$ cat src/rtl/relu_share_sched_if.sv
// rtl/relu_share_sched_if.sv - request, activation-unit and result signals of the shared ReLU scheduler
interface relu_share_sched_if #(
  parameter int NREQ = 4,
  parameter int IWID = 14,
  parameter int OWID = 10
);
  localparam int IDW = $clog2(NREQ);

  logic [NREQ-1:0]      iValid;
  logic [NREQ*IWID-1:0] iData;
  logic [NREQ-1:0]      iReady;
  logic [IWID-1:0]      actIn;
  logic [OWID-1:0]      actOut;
  logic                 oValid;
  logic [OWID-1:0]      oData;
  logic [IDW-1:0]       oId;
  logic                 oReady;
  logic                 busy;

  modport master (
    output iValid, iData, actOut, oReady,
    input  iReady, actIn, oValid, oData, oId, busy
  );

  modport slave (
    input  iValid, iData, actOut, oReady,
    output iReady, actIn, oValid, oData, oId, busy
  );
endinterface

$ cat src/rtl/relu_share_sched.sv
// rtl/relu_share_sched.sv - round-robin sharing of one fixed-latency ReLU unit with credit-protected result FIFO
module relu_share_sched #(
  parameter int NREQ   = 4,
  parameter int IWID   = 14,
  parameter int OWID   = 10,
  parameter int LAT    = 1,
  parameter int FDEPTH = 4
) (
  input  logic              clk,
  input  logic              rst,
  relu_share_sched_if.slave bus
);
  localparam int IDW = $clog2(NREQ);
  localparam int PW  = (FDEPTH > 1) ? $clog2(FDEPTH) : 1;
  localparam int CW  = $clog2(FDEPTH + 1);

  logic [IDW-1:0]  ptr;
  logic [LAT-1:0]  tag_v;
  logic [IDW-1:0]  tag_id [LAT];
  logic [OWID-1:0] mem_data [FDEPTH];
  logic [IDW-1:0]  mem_id [FDEPTH];
  logic [PW-1:0]   wr_ptr;
  logic [PW-1:0]   rd_ptr;
  logic [CW-1:0]   count;
  logic            credit_ok;
  logic            grant_any;
  logic [IDW-1:0]  grant_id;
  logic            push;
  logic            pop;

  function automatic logic [PW-1:0] fifo_inc(input logic [PW-1:0] p);
    return (p == PW'(FDEPTH - 1)) ? '0 : p + 1'b1;
  endfunction

  function automatic logic [IDW-1:0] req_inc(input logic [IDW-1:0] p);
    return (p == IDW'(NREQ - 1)) ? '0 : p + 1'b1;
  endfunction

  // Results already issued to the unit hold a FIFO slot; a same-cycle pop is not credited.
  always_comb begin
    int inflight;
    inflight = 0;
    for (int i = 0; i < LAT; i++) inflight += int'(tag_v[i]);
    credit_ok = (inflight + int'(count)) < FDEPTH;
  end

  always_comb begin
    int             s;
    logic [IDW-1:0] sel;
    grant_any = 1'b0;
    grant_id  = '0;
    s         = 0;
    sel       = '0;
    if (!rst && credit_ok) begin
      for (int i = 0; i < NREQ; i++) begin
        s = int'(ptr) + i;
        if (s >= NREQ) s = s - NREQ;
        sel = IDW'(s);
        if (!grant_any && bus.iValid[sel]) begin
          grant_any = 1'b1;
          grant_id  = sel;
        end
      end
    end
  end

  assign bus.iReady = grant_any ? (NREQ'(1) << grant_id) : '0;
  assign bus.actIn  = grant_any ? bus.iData[grant_id*IWID +: IWID] : '0;

  assign push       = tag_v[LAT-1];
  assign pop        = bus.oValid && bus.oReady;
  assign bus.oValid = (count != '0);
  assign bus.oData  = bus.oValid ? mem_data[rd_ptr] : '0;
  assign bus.oId    = bus.oValid ? mem_id[rd_ptr] : '0;
  assign bus.busy   = (|tag_v) || (count != '0);

  always_ff @(posedge clk or posedge rst) begin
    if (rst) begin
      ptr    <= '0;
      tag_v  <= '0;
      for (int i = 0; i < LAT; i++) tag_id[i] <= '0;
      wr_ptr <= '0;
      rd_ptr <= '0;
      count  <= '0;
    end else begin
      if (grant_any) ptr <= req_inc(grant_id);
      tag_v[0]  <= grant_any;
      tag_id[0] <= grant_id;
      for (int i = 1; i < LAT; i++) begin
        tag_v[i]  <= tag_v[i-1];
        tag_id[i] <= tag_id[i-1];
      end
      if (push) wr_ptr <= fifo_inc(wr_ptr);
      if (pop)  rd_ptr <= fifo_inc(rd_ptr);
      if (push && !pop)      count <= count + 1'b1;
      else if (!push && pop) count <= count - 1'b1;
    end
  end

  // Payload storage needs no reset: the occupancy counter masks stale entries.
  always_ff @(posedge clk) begin
    if (push) begin
      mem_data[wr_ptr] <= bus.actOut;
      mem_id[wr_ptr]   <= tag_id[LAT-1];
    end
  end
endmodule

$ cat src/flat_wrapper.sv
// flat-port wrapper written by rule: the top's interface ports become plain ports
module relu_share_sched_flat 
#(
  parameter int NREQ   = 4,
  parameter int IWID   = 14,
  parameter int OWID   = 10,
  parameter int LAT    = 1,
  parameter int FDEPTH = 4
)
  (clk, rst, bus_iValid, bus_iData, bus_actOut, bus_oReady, bus_iReady, bus_actIn, bus_oValid, bus_oData, bus_oId, bus_busy);
  relu_share_sched_if #(.NREQ(NREQ), .IWID(IWID), .OWID(OWID)) bus_i ();
  input  logic clk;
  input  logic rst;
  input wire logic [$bits(bus_i.iValid)-1:0] bus_iValid;
  input wire logic [$bits(bus_i.iData)-1:0] bus_iData;
  input wire logic [$bits(bus_i.actOut)-1:0] bus_actOut;
  input wire logic [$bits(bus_i.oReady)-1:0] bus_oReady;
  output wire logic [$bits(bus_i.iReady)-1:0] bus_iReady;
  output wire logic [$bits(bus_i.actIn)-1:0] bus_actIn;
  output wire logic [$bits(bus_i.oValid)-1:0] bus_oValid;
  output wire logic [$bits(bus_i.oData)-1:0] bus_oData;
  output wire logic [$bits(bus_i.oId)-1:0] bus_oId;
  output wire logic [$bits(bus_i.busy)-1:0] bus_busy;
  assign bus_i.iValid = bus_iValid;
  assign bus_i.iData = bus_iData;
  assign bus_i.actOut = bus_actOut;
  assign bus_i.oReady = bus_oReady;
  assign bus_iReady = bus_i.iReady;
  assign bus_actIn = bus_i.actIn;
  assign bus_oValid = bus_i.oValid;
  assign bus_oData = bus_i.oData;
  assign bus_oId = bus_i.oId;
  assign bus_busy = bus_i.busy;
  relu_share_sched #(.NREQ(NREQ), .IWID(IWID), .OWID(OWID), .LAT(LAT), .FDEPTH(FDEPTH)) u_core (.clk(clk), .rst(rst), .bus(bus_i));
endmodule
$ cat config.mk
export PLATFORM = sky130hd
export DESIGN_NAME = relu_share_sched_flat
export DESIGN_NICKNAME = d
export VERILOG_FILES = /design/src/rtl/relu_share_sched_if.sv /design/src/rtl/relu_share_sched.sv /design/src/flat_wrapper.sv
export SDC_FILE = /design/constraint.sdc
export NUM_CORES = 1
export LEC_CHECK = 0
export BUFFER_PORTS_ARGS = -buffer_cell sky130_fd_sc_hd__buf_2
export CAP_MARGIN = 0
export CORE_ASPECT_RATIO = 0.6
export CORE_MARGIN = 1
export CORE_UTILIZATION = 54
export DETAILED_ROUTE_END_ITERATION = 6
export GPL_TIMING_DRIVEN = 1
export PLACE_DENSITY = 0.85
export SLEW_MARGIN = 20
export SYNTH_ARGS = -nofsm -noshare
export SYNTH_HDL_FRONTEND = slang
export SYNTH_SLANG_ARGS = --single-unit
export TNS_END_PERCENT = 30
$ cat constraint.sdc
create_clock -name clk -period 6.55 [get_ports clk]
set_input_delay 0.655 -clock clk [delete_from_list [all_inputs] [get_ports clk]]
set_output_delay 0.655 -clock clk [all_outputs]
set_load 0.02 [all_outputs]
== After elaboration in Yosys (flattened, before gate mapping) ==
Memories as Yosys holds them, arrays and structs flattened.
Cells that the tools add are included.

* Output and inout bits: 32
* Bits of input ports: 73
* RAM bits: 48
* Logic and storage cells: 92
* Bits in registers: 12
* Memories: 2

* Eq/ne operators: 3
* Shift-type cells: 2
* Reduce and logical (&&, ||, !) cells: 16
* $mul: 1
* Add/subtract/negate cells: 13
* Order comparisons: 9
* Muxes and demuxes: 40

{| class="wikitable"
|+ Memory list
! name !! depth !! width !! rd ports !! clocked after memory_dff !! wr ports !! RTL line !! text
|-
| u_core.mem_data || 4 || 10 || 1 || 0 || 1 || relu_share_sched.sv:20 || <nowiki>logic [OWID-1:0] mem_data [FDEPTH];</nowiki>
|-
| u_core.mem_id || 4 || 2 || 1 || 0 || 1 || relu_share_sched.sv:21 || <nowiki>logic [IDW-1:0] mem_id [FDEPTH];</nowiki>
|}

{| class="wikitable"
|+ Operator list
! kind !! count
|-
| 56-bit by 7-bit variable part select with 14-bit output || 1
|-
| 2-bit 2-to-1 mux || 17
|-
| 32-bit by 4-bit less-than comparator with 1-bit output (second input constant) || 1
|-
| 1-bit 2-to-1 mux || 14
|-
| 14-bit 2-to-1 mux || 1
|-
| 2-bit by 3-bit less-than comparator with 1-bit output (second input constant) || 4
|-
| 10-bit 2-to-1 mux || 1
|-
| 3-bit >= comparator (second input constant) || 3
|-
| 1-bit binary-select mux with 2-bit select || 4
|-
| 2-bit by 1-bit subtractor with 2-bit output (second input constant) || 4
|-
| 1-bit logical AND || 7
|-
| 2-bit by 1-bit adder with 2-bit output (second input constant) || 3
|-
| 2-bit by 2-bit adder with 3-bit output (second input constant) || 2
|-
| 2-bit equality test (second input constant) || 3
|-
| 1-bit logical NOT || 6
|-
| 3-bit 2-to-1 mux || 2
|-
| 2-bit by 3-bit multiplier with 5-bit output (second input constant) || 1
|-
| 1-bit by 3-bit adder with 4-bit output || 1
|-
| 4-bit 2-to-1 mux || 1
|-
| 1-bit by 2-bit left shift with 4-bit output (first input constant) || 1
|-
| 2-bit by 1-bit adder with 3-bit output (second input constant) || 1
|-
| 3-bit by 1-bit adder with 3-bit output (second input constant) || 1
|-
| 2-bit by 3-bit >= comparator with 1-bit output (second input constant) || 1
|-
| 3-bit nonzero test || 1
|-
| 3 further kinds || 3
|}

== Longest topological paths before layout ==
Gate-level depths: netlist of the first run.

* Word-level depth: 23
* Depth in mapped cells: 9
* Gate-level depth less buffers: 8

== Worst setup path before layout of the first run ==
No wires, ideal clock.

* Path type: input-to-output
* Start point: input rst
* End point: output bus_iReady[2]
* Buffers on the path: 2
* Required time: 5.895 ns
* Arrival time: 2.021 ns
* Path slack: 3.874 ns
* Cell stages on the path: 7
* Path through: a311o_1 -> or2_2 -> clkbuf_1 -> buf_2 -> inv_1 -> ha_1 -> and2_1

* Longest elaborated chain between the ends: 5
* Elaborated cells on any way between the ends: 6
* Classes of those cells: shift (1); mux (3); reduce/logical (2)

{| class="wikitable"
|+ RTL lines
! element !! RTL line !! text
|-
| start: declaration || flat_wrapper.sv:13 || <nowiki>input logic rst;</nowiki>
|-
| 1-bit logical NOT || relu_share_sched.sv:54 || <nowiki>if (!rst && credit_ok) begin</nowiki>
|-
| 1-bit logical AND || relu_share_sched.sv:54 ||
|-
| 2-bit 2-to-1 mux || relu_share_sched.sv:54 ||
|-
| net u_core.grant_id[1] || relu_share_sched.sv:27 || <nowiki>logic [IDW-1:0] grant_id;</nowiki>
|-
| 1-bit by 2-bit left shift with 4-bit output || relu_share_sched.sv:67 || <nowiki>assign bus.iReady = grant_any ? (NREQ'(1) << grant_id) : '0;</nowiki>
|-
| 4-bit 2-to-1 mux || relu_share_sched.sv:67 ||
|-
| end: declaration || flat_wrapper.sv:18 || <nowiki>output wire logic [$bits(bus_i.iReady)-1:0] bus_iReady;</nowiki>
|}

The timed path passes the listed nets, and every way through them passes these cells.

== Final worst setup path of the first run ==
* Start point: register u_core.tag_v (netlist: u_core.push)
* End point: output bus_actIn[11]

* Elaborated cells on any way between the ends: 8
* Classes of those cells: add/sub (1); mul (1); order compare (1); shift (1); mux (3); reduce/logical (1)

{| class="wikitable"
|+ RTL lines
! element !! RTL line !! text
|-
| start: declaration || relu_share_sched.sv:18 || <nowiki>logic [LAT-1:0] tag_v;</nowiki>
|-
| start signal: indexed assignment || relu_share_sched.sv:90 || <nowiki>tag_v[i] <= tag_v[i-1];</nowiki>
|-
| 1-bit by 3-bit adder with 4-bit output || relu_share_sched.sv:44 || <nowiki>credit_ok = (inflight + int'(count)) < FDEPTH;</nowiki>
|-
| 32-bit by 4-bit less-than comparator with 1-bit output || relu_share_sched.sv:44 ||
|-
| 1-bit logical AND || relu_share_sched.sv:54 ||
|-
| 1-bit 2-to-1 mux || relu_share_sched.sv:54 ||
|-
| net u_core.grant_any || relu_share_sched.sv:26 || <nowiki>logic grant_any;</nowiki>
|-
| 14-bit 2-to-1 mux || relu_share_sched.sv:68 || <nowiki>assign bus.actIn = grant_any ? bus.iData[grant_id*IWID +: IWID] : '0;</nowiki>
|-
| end: declaration || flat_wrapper.sv:19 || <nowiki>output wire logic [$bits(bus_i.actIn)-1:0] bus_actIn;</nowiki>
|}

The timed path passes the listed nets, and every way through them passes these cells.

==> results by group, run 1 <==
Power and ir drop
  • Peak supply drop: 151 uV
  • PwrDens: 423 nW/um^2
  • Lkg Pwr: 0.00162 uW

STA
  • Slew Limit Fails: 0
  • Fin crit share: 46.9%
  • Post-route setup TNS: 0 ns
  • # setup viols final: 0
  • Final hold viol count: 0
  • Rel. slew slack: 42.4%
  • RSZ-0062 raised after global routing: no
  • Worst-margin pin slew: 0.861 ns
  • Peak Freq: 326 MHz
  • Min cycle time layout: 3.07 ns
  • Clock Skew: 0.00753 ns

Critical path
  • RR Endpoint: u_core.count[2]
  • CP Launch Type: flip-flop
  • Critical Path End: bus_actIn[11]
  • Worst flop-to-flop path startpoint: u_core.count[0]
  • Worst reg2reg setup slack: 4.13 ns
  • WP data required: 5.89 ns
  • Critical Path Source: u_core.push
  • Worst Setup End Kind: output port
  • WP data arrival: 2.42 ns
  • Max FO, Critical Path: 14
  • Max incr delay on CP: 0.50 ns
  • R2R depth: 8
  • CP Class: flip-flop to output port
  • Cell Chain, Critical Path: a311o_1 > nor2_2 > nand2_1 > o22ai_1 > buf_2
  • Crit-path slowest cell: dfrtp_1

Yosys
  • Synth Area in Adders: 4.82%
  • Mapped Nets: 283
  • EDFF count, synth: 48
  • Fraction of the mapped netlist area in simple logic gates: 8.06%
  • Post-synthesis sequential area ratio: 57.9%
  • Post-synth cell types: 35
  • Synth async-reset ratio: 20.0%
  • Fraction of synthesized area in multiplexers: 19.7%
  • Synth Area in Compound Gates: 5.15%
  • Yosys Warn Count: 0
  • Yosys reg bits: 60
  • Avg Cell Area, Syn: 15.1 sq um
  • Syn Std Cell Area: 3010 sq um
  • Post-synth top flop: edfxtp_1
  • Post-Synth XOR/XNOR Area: 0.873%
  • Main combinational cell family by area after synthesis: multiplexers
  • Cells after Synth: 199

Clock tree
  • Clock Latency Late Sink: 0.33 ns
  • Num CTS Buffers: 9
  • H-tree levels: 3
  • Clk slew on worst S/H paths: 0.06 ns
  • Root Buffer Master: clkbuf_8
  • CTS hold repair buffers: 0
  • Post-CTS sizing: 0
  • Number of post-CTS setup repair buffers: 0
  • TritonCTS clock tree: yes
  • CTS Buffer Depth: 2
  • CTS sink cnt: 60

Finish
  • Share of layout cells above drive strength 1: 46.3%
  • Nets: 388
  • Design Area, Final: 3810 sq um
  • ANT cells: 0
  • P&R area growth vs syn: 26.4%

Status
  • Failing checks: DRC
  • Status: finished with violations

Placement
  • I/O Buffers: 104
  • Dpl hpwl: 4.26 mm
  • GPL Wtd Cong: 0.839
  • Post-place instance area: 3550 sq um

Drt
  • Initial drt markers: 99
  • Routed WL: 5.95 mm
  • Vias per cell: 5.31
  • Post-DRT Antenna Nets: 0
  • Drt pass-1 iters: 7
  • Drt drc: 1
  • Via count: 1,991
  • Wire length per cell: 15.9 microns

Global route
  • Largest net degree at the start of global routing: 20
  • Vias in the first global route: 1,957
  • Initial antenna violation count: 0
  • Global-route wire length before repair: 9.28 mm
  • Congestion Overflow GR: 0
  • Overall routing resource usage: 22.3%

Floorplan
  • # IOs: 105
  • Core area: 5200 sq um
  • Initial core utilization: 57.8%
  • Die Height: 59.8 microns
  • Die X: 98.4 microns
  • Die area: 5890 sq um
  • Row count: 20

Hold path
  • Worst hold-check path type: primary input to async pin

Job
  • Max-cap violation count: 0
==> cell type report <==
class | count | area, sq um
multi-input combinational | 121 | 1170
tap | 66 | 82.6
clock inverter | 5 | 124
clock buffer | 11 | 131
sequential | 60 | 1740
inverter | 7 | 26.3
timing repair buffer | 105 | 528
fill | 348 | 1400
==> placed cells by master (no fill, tap or decap), types with 2 or more instances in the layout <==
| cell type | n |
|---|---|
| or2_2 | 2 |
| edfxtp_1 | 48 |
| mux2i_1 | 29 |
| and2_2 | 4 |
| mux4_2 | 12 |
| ha_1 | 10 |
| nand2_1 | 5 |
| clkbuf_1 | 2 |
| buf_2 | 104 |
| dfrtp_1 | 12 |
| inv_1 | 7 |
| clkbuf_8 | 9 |
| a21oi_1 | 2 |
| and2_1 | 16 |
| bufinv_16 | 4 |
| o22ai_1 | 15 |
| xor2_1 | 2 |
| mux2_2 | 3 |
| o21ai_0 | 2 |
| nor2_1 | 6 |
==> per-stage QoR <==
| step | utilization [%] | total power (uW) | hold WS [ns] | std cells | setup slack [ns] |
|---|---|---|---|---|---|
| final | 73.1 | 1610 | 0.333 | 375 | 3.48 |
| after global routing | 73.1 | 1700 | 0.355 | 375 | 3.29 |
| after CTS | 73.1 | 1620 | 0.325 | 375 | 3.46 |
| after detailed placement | 68.2 | 1200 | 0.483 | 359 | 3.60 |
| after global placement | 68.2 | 1170 | 0.473 | 359 | 3.63 |
| after floorplan | - | 1030 | 0.455 | 199 | 3.87 |
==> sequential cells by signal, indices dropped and copies added, names as in the netlist <==
register,cells
u_core.mem_data,40
u_core.push,1
u_core.count,3
u_core.mem_id,8
u_core.ptr,2
u_core.tag_id,2
u_core.wr_ptr,2
u_core.rd_ptr,2
==> worst max-delay path, delay by kind of cell, from the launching register on <==
family	cells	cell delay, ns
AOI/OAI and AO/OA	2	0.67
buffers and inverters	1	0.19
DFF	1	0.50
and+or+nand+nor	2	0.73
==> worst min path at each step <==
| stage | startpoint | to |
|---|---|---|
| 6_report | rst | u_core.count[1] |
| 5_1_grt | rst | u_core.rd_ptr[0] |
| 4_1_cts | rst | u_core.count[1] |
| 3_5_place_dp | u_core.count[2] | u_core.count[2] |
| 3_3_place_gp | u_core.count[2] | u_core.count[2] |
| 2_1_floorplan | u_core.tag_id[0] | u_core.mem_id[0][0] |
==> cells in the mapped netlist, drive strengths merged (3+ instances only) <==
master	instances	area share [%]
mux2	3	1.1
dfrtp	12	10
ha	10	4.2
and2	20	4.3
mux4	12	9.0
buf	7	2.1
edfxtp	48	48
o22ai	15	3.1
nor2	7	0.96
a21oi	3	0.87
nand2	5	0.62
inv	7	0.87
clkbuf	4	0.50
mux2i	29	9.6
==> logic make-up after synthesis <==
logic type | Yosys count
flops | 60
mux | 44
simple gates | 40
compound gates | 23
buf+inv | 18
fa+ha+maj | 11
xor+xnor | 3
==> metal layers <==
metal	up-vias	routed length, microns	track usage [%]
met1	944	2550	27.1
li1	966	-	-
met5	-	0	0
met4	0	74	8.96
met3	6	324	8.07
met2	75	3000	37.5
==> report_power, final <==
part | switching [uW] | internal, uW
combinational | 329 | 285
sequential | 81.9 | 493
clock | 129 | 290
Power figures use the tool's default switching activity.
==> run 2, diff against run 1 <==
Settings changed: CORE_UTILIZATION 54 to 45, PLACE_DENSITY 0.85 to 0.76.
Clock period 6.55 ns to 2.5 ns, I/O delays scaled along.
==> run 2 against run 1 <==
Net effect:
- the flow now finishes without violations
- non-clock buffer count rose by 12
- die area rose by 19%
- sequential power rose to 2.6 times the previous value
- wire length rose by 6.2%
- global-route usage fell by 3.3 points
- critical path depth rose by 2
- sequential share of layout area fell by 1.2 points
- clock power rose by 96%
- first-iteration DRC count fell by 24%
- sequential cell count did not move
==> results by group, run 2 (synthesis gave the netlist of run 1 again) <==
Status
  • Status: complete, no violations

Drt
  • Drt pass-1 iters: 4 (-3)
  • Routed WL: 6.32 mm (+6.2%)
  • Drt drc: 0 (-1)
  • Vias per cell: 5.13 (-3.5%)
  • Wire length per cell: 15.6 microns (-1.6%)
  • Initial drt markers: 75 (-24%)
  • Post-DRT Antenna Nets: 0 (unchanged)
  • Via count: 2,076 (+4.3%)

Power and ir drop
  • Total Power: 4090 uW (+150%)
  • Peak supply drop: 522 uV (+250%)
  • Lkg Pwr: 0.00166 uW (+2.2%)
  • PwrDens: 1050 nW/um^2 (+150%)

Floorplan
  • Die X: 108 microns (+9.4%)
  • Die area: 7030 sq um (+19%)
  • Die Height: 65.4 microns (+9.2%)
  • # IOs: 105 (unchanged)
  • Core area: 6280 sq um (+21%)
  • Initial core utilization: 48.0% (-9.9 points)
  • Row count: 22 (+10%)

STA
  • Post-route setup TNS: 0 ns (unchanged)
  • Slew Limit Fails: 0 (unchanged)
  • Peak Freq: 409 MHz
  • RSZ-0062 raised after global routing: yes
  • Clock Skew: 0.00698 ns (-0.000551 ns)
  • Rel. slew slack: 61.2% (+19 points)
  • Min cycle time layout: 2.44 ns
  • Worst-margin pin slew: 0.582 ns (-0.279 ns)
  • Final hold viol count: 0 (unchanged)
  • Fin crit share: 97.7%
  • # setup viols final: 0 (unchanged)

Clock tree
  • TritonCTS clock tree: yes
  • Num CTS Buffers: 9 (unchanged)
  • CTS sink cnt: 60 (unchanged)
  • CTS Buffer Depth: 2 (unchanged)
  • Clock Latency Late Sink: 0.34 ns (about the same)
  • Clk slew on worst S/H paths: 0.07 ns (about the same)
  • Root Buffer Master: clkbuf_8
  • H-tree levels: 3 (unchanged)

Critical path
  • WP data arrival: 2.19 ns (-0.23 ns)
  • Worst flop-to-flop path startpoint: u_core.count[0]
  • Cell Chain, Critical Path: a311o_1 > nor4_4 > buf_6 > buf_6 > mux2i_1 > o22ai_1 > buf_4
  • CP Class: flip-flop to output port
  • CP Buf/Inv Count: 3 (+2)
  • Worst Setup End Kind: output port
  • R2R depth: 8 (unchanged)
  • Critical Path Source: u_core.push
  • CP most frequent cell: buf_6
  • Max incr delay on CP: 0.43 ns (-0.07 ns)
  • Critical Path End: bus_actIn[4]
  • WP data required: 2.25 ns (-3.64 ns)
  • Levels on crit path: 7 (+2)
  • Worst reg2reg setup slack: 0.30 ns (-3.83 ns)
  • CP delay by family, top: compound AO/OA/AOI/OAI gates
  • Max FO, Critical Path: 8 (-6)
  • CP Launch Type: flip-flop
  • Crit-path slowest cell: dfrtp_2
  • RR Endpoint: u_core.count[2]

Finish
  • Post-Layout Cell Count: 405 (+8.0%)
  • Max reg flops: 40 (unchanged)
  • ANT cells: 0 (unchanged)
  • Commonest non-fill, non-tap cell in the layout: buf_2
  • Commonest non-fill, non-tap cells in the layout: buf_2 (102), edfxtp_1 (48), mux2i_1 (27), o22ai_1 (15), and2_1 (15)
  • P&R area growth vs syn: 29.9%
  • Largest regs: u_core.mem_data (40), u_core.mem_id (8), u_core.count (3)
  • Nets: 400 (+3.1%)
  • Utilization after layout: 62.3% (-11 points)
  • Share of layout cells above drive strength 1: 51.1% (+4.8 points)
  • Biggest register: u_core.mem_data
  • Design Area, Final: 3910 sq um (+2.7%)

Hold path
  • Worst hold-check path type: primary input to flip-flop

Global route
  • Largest net degree at the start of global routing: 18 (-10%)
  • Overall routing resource usage: 19.1% (-3.3 points)
  • Initial antenna violation count: 0 (unchanged)
  • Global-route wire length before repair: 9.80 mm (+5.6%)
  • Congestion Overflow GR: 0 (unchanged)
  • Vias in the first global route: 2,036 (+4.0%)

Placement
  • Dpl hpwl: 4.54 mm (+6.6%)
  • GPL Wtd Cong: 0.764 (-8.9%)
  • Placed Cells: 382 (+6.4%)
  • Post-place instance area: 3620 sq um (+2.0%)
  • I/O Buffers: 104 (unchanged)

Job
  • Max-cap violation count: 0 (unchanged)
run 2: changes by cell type in the layout (fill, tap and decap cells not counted), sizes merged:
cell | previous run | this run
clkinv | 1 | 4
buf | 105 | 116
dlygate4sd3 | 0 | 1
clkbuf | 11 | 9
clkinvlp | 0 | 2
bufinv | 4 | 1
run 2: worst min path at each step:
stage / startpoint / end / slack, ns / depth (start not counted)
floorplan: rst / u_core.count[0] / 0.11 / 1
global placement: rst / u_core.wr_ptr[1] / 0.31 / 2
detailed placement: rst / u_core.wr_ptr[1] / 0.31 / 2
CTS: bus_actOut[6] / u_core.mem_data[0][6] / 0.10 / 1
global route: bus_actOut[6] / u_core.mem_data[0][6] / 0.11 / 1
finish: bus_actOut[6] / u_core.mem_data[0][6] / 0.12 / 1
run 2: report_power, final:
part / switching [uW] / total, uW / internal, uW
logic: 936 / 1790 / 858
clock network: 372 / 825 / 453
registers: 176 / 1470 / 1290
run 2: repair_timing:
item / CTS / global route
gates cloned: 0 / 1
setup endpoints to repair: 1 / 15
endpoints found under the hold margin: 12 / 0
pin swaps: 0 / 2
resized for setup: 1 / 16
buffers inserted: 0 / 5
hold buffers: 1 / 0
run 2: routing by layer:
layer	vias to the layer above	GRT usage [%]	wire (microns)
li1	990	-	-
met1	998	24.4	2870
met4	0	8.39	138
met5	-	0	0
met3	14	5.65	367
met2	74	30.4	2940
run 2: layout make-up:
| type | count | area (sq um) |
|---|---|---|
| Fill cell | 484 | 2370 |
| Sequential cell | 60 | 1740 |
| Multi-Input combinational cell | 121 | 1190 |
| Timing Repair Buffer | 117 | 653 |
| Clock buffer | 9 | 124 |
| Tap cell | 84 | 105 |
| Clock inverter | 7 | 67.6 |
| Inverter | 7 | 26.3 |
run 2: through the flow:
step           hold slack, ns  worst slack (ns)
2_1_floorplan           0.115             0.398
6_report                0.120            0.0571
4_1_cts                 0.105           -0.0245
3_5_place_dp            0.311             0.326
5_1_grt                 0.109           -0.0471
3_3_place_gp            0.313             0.414
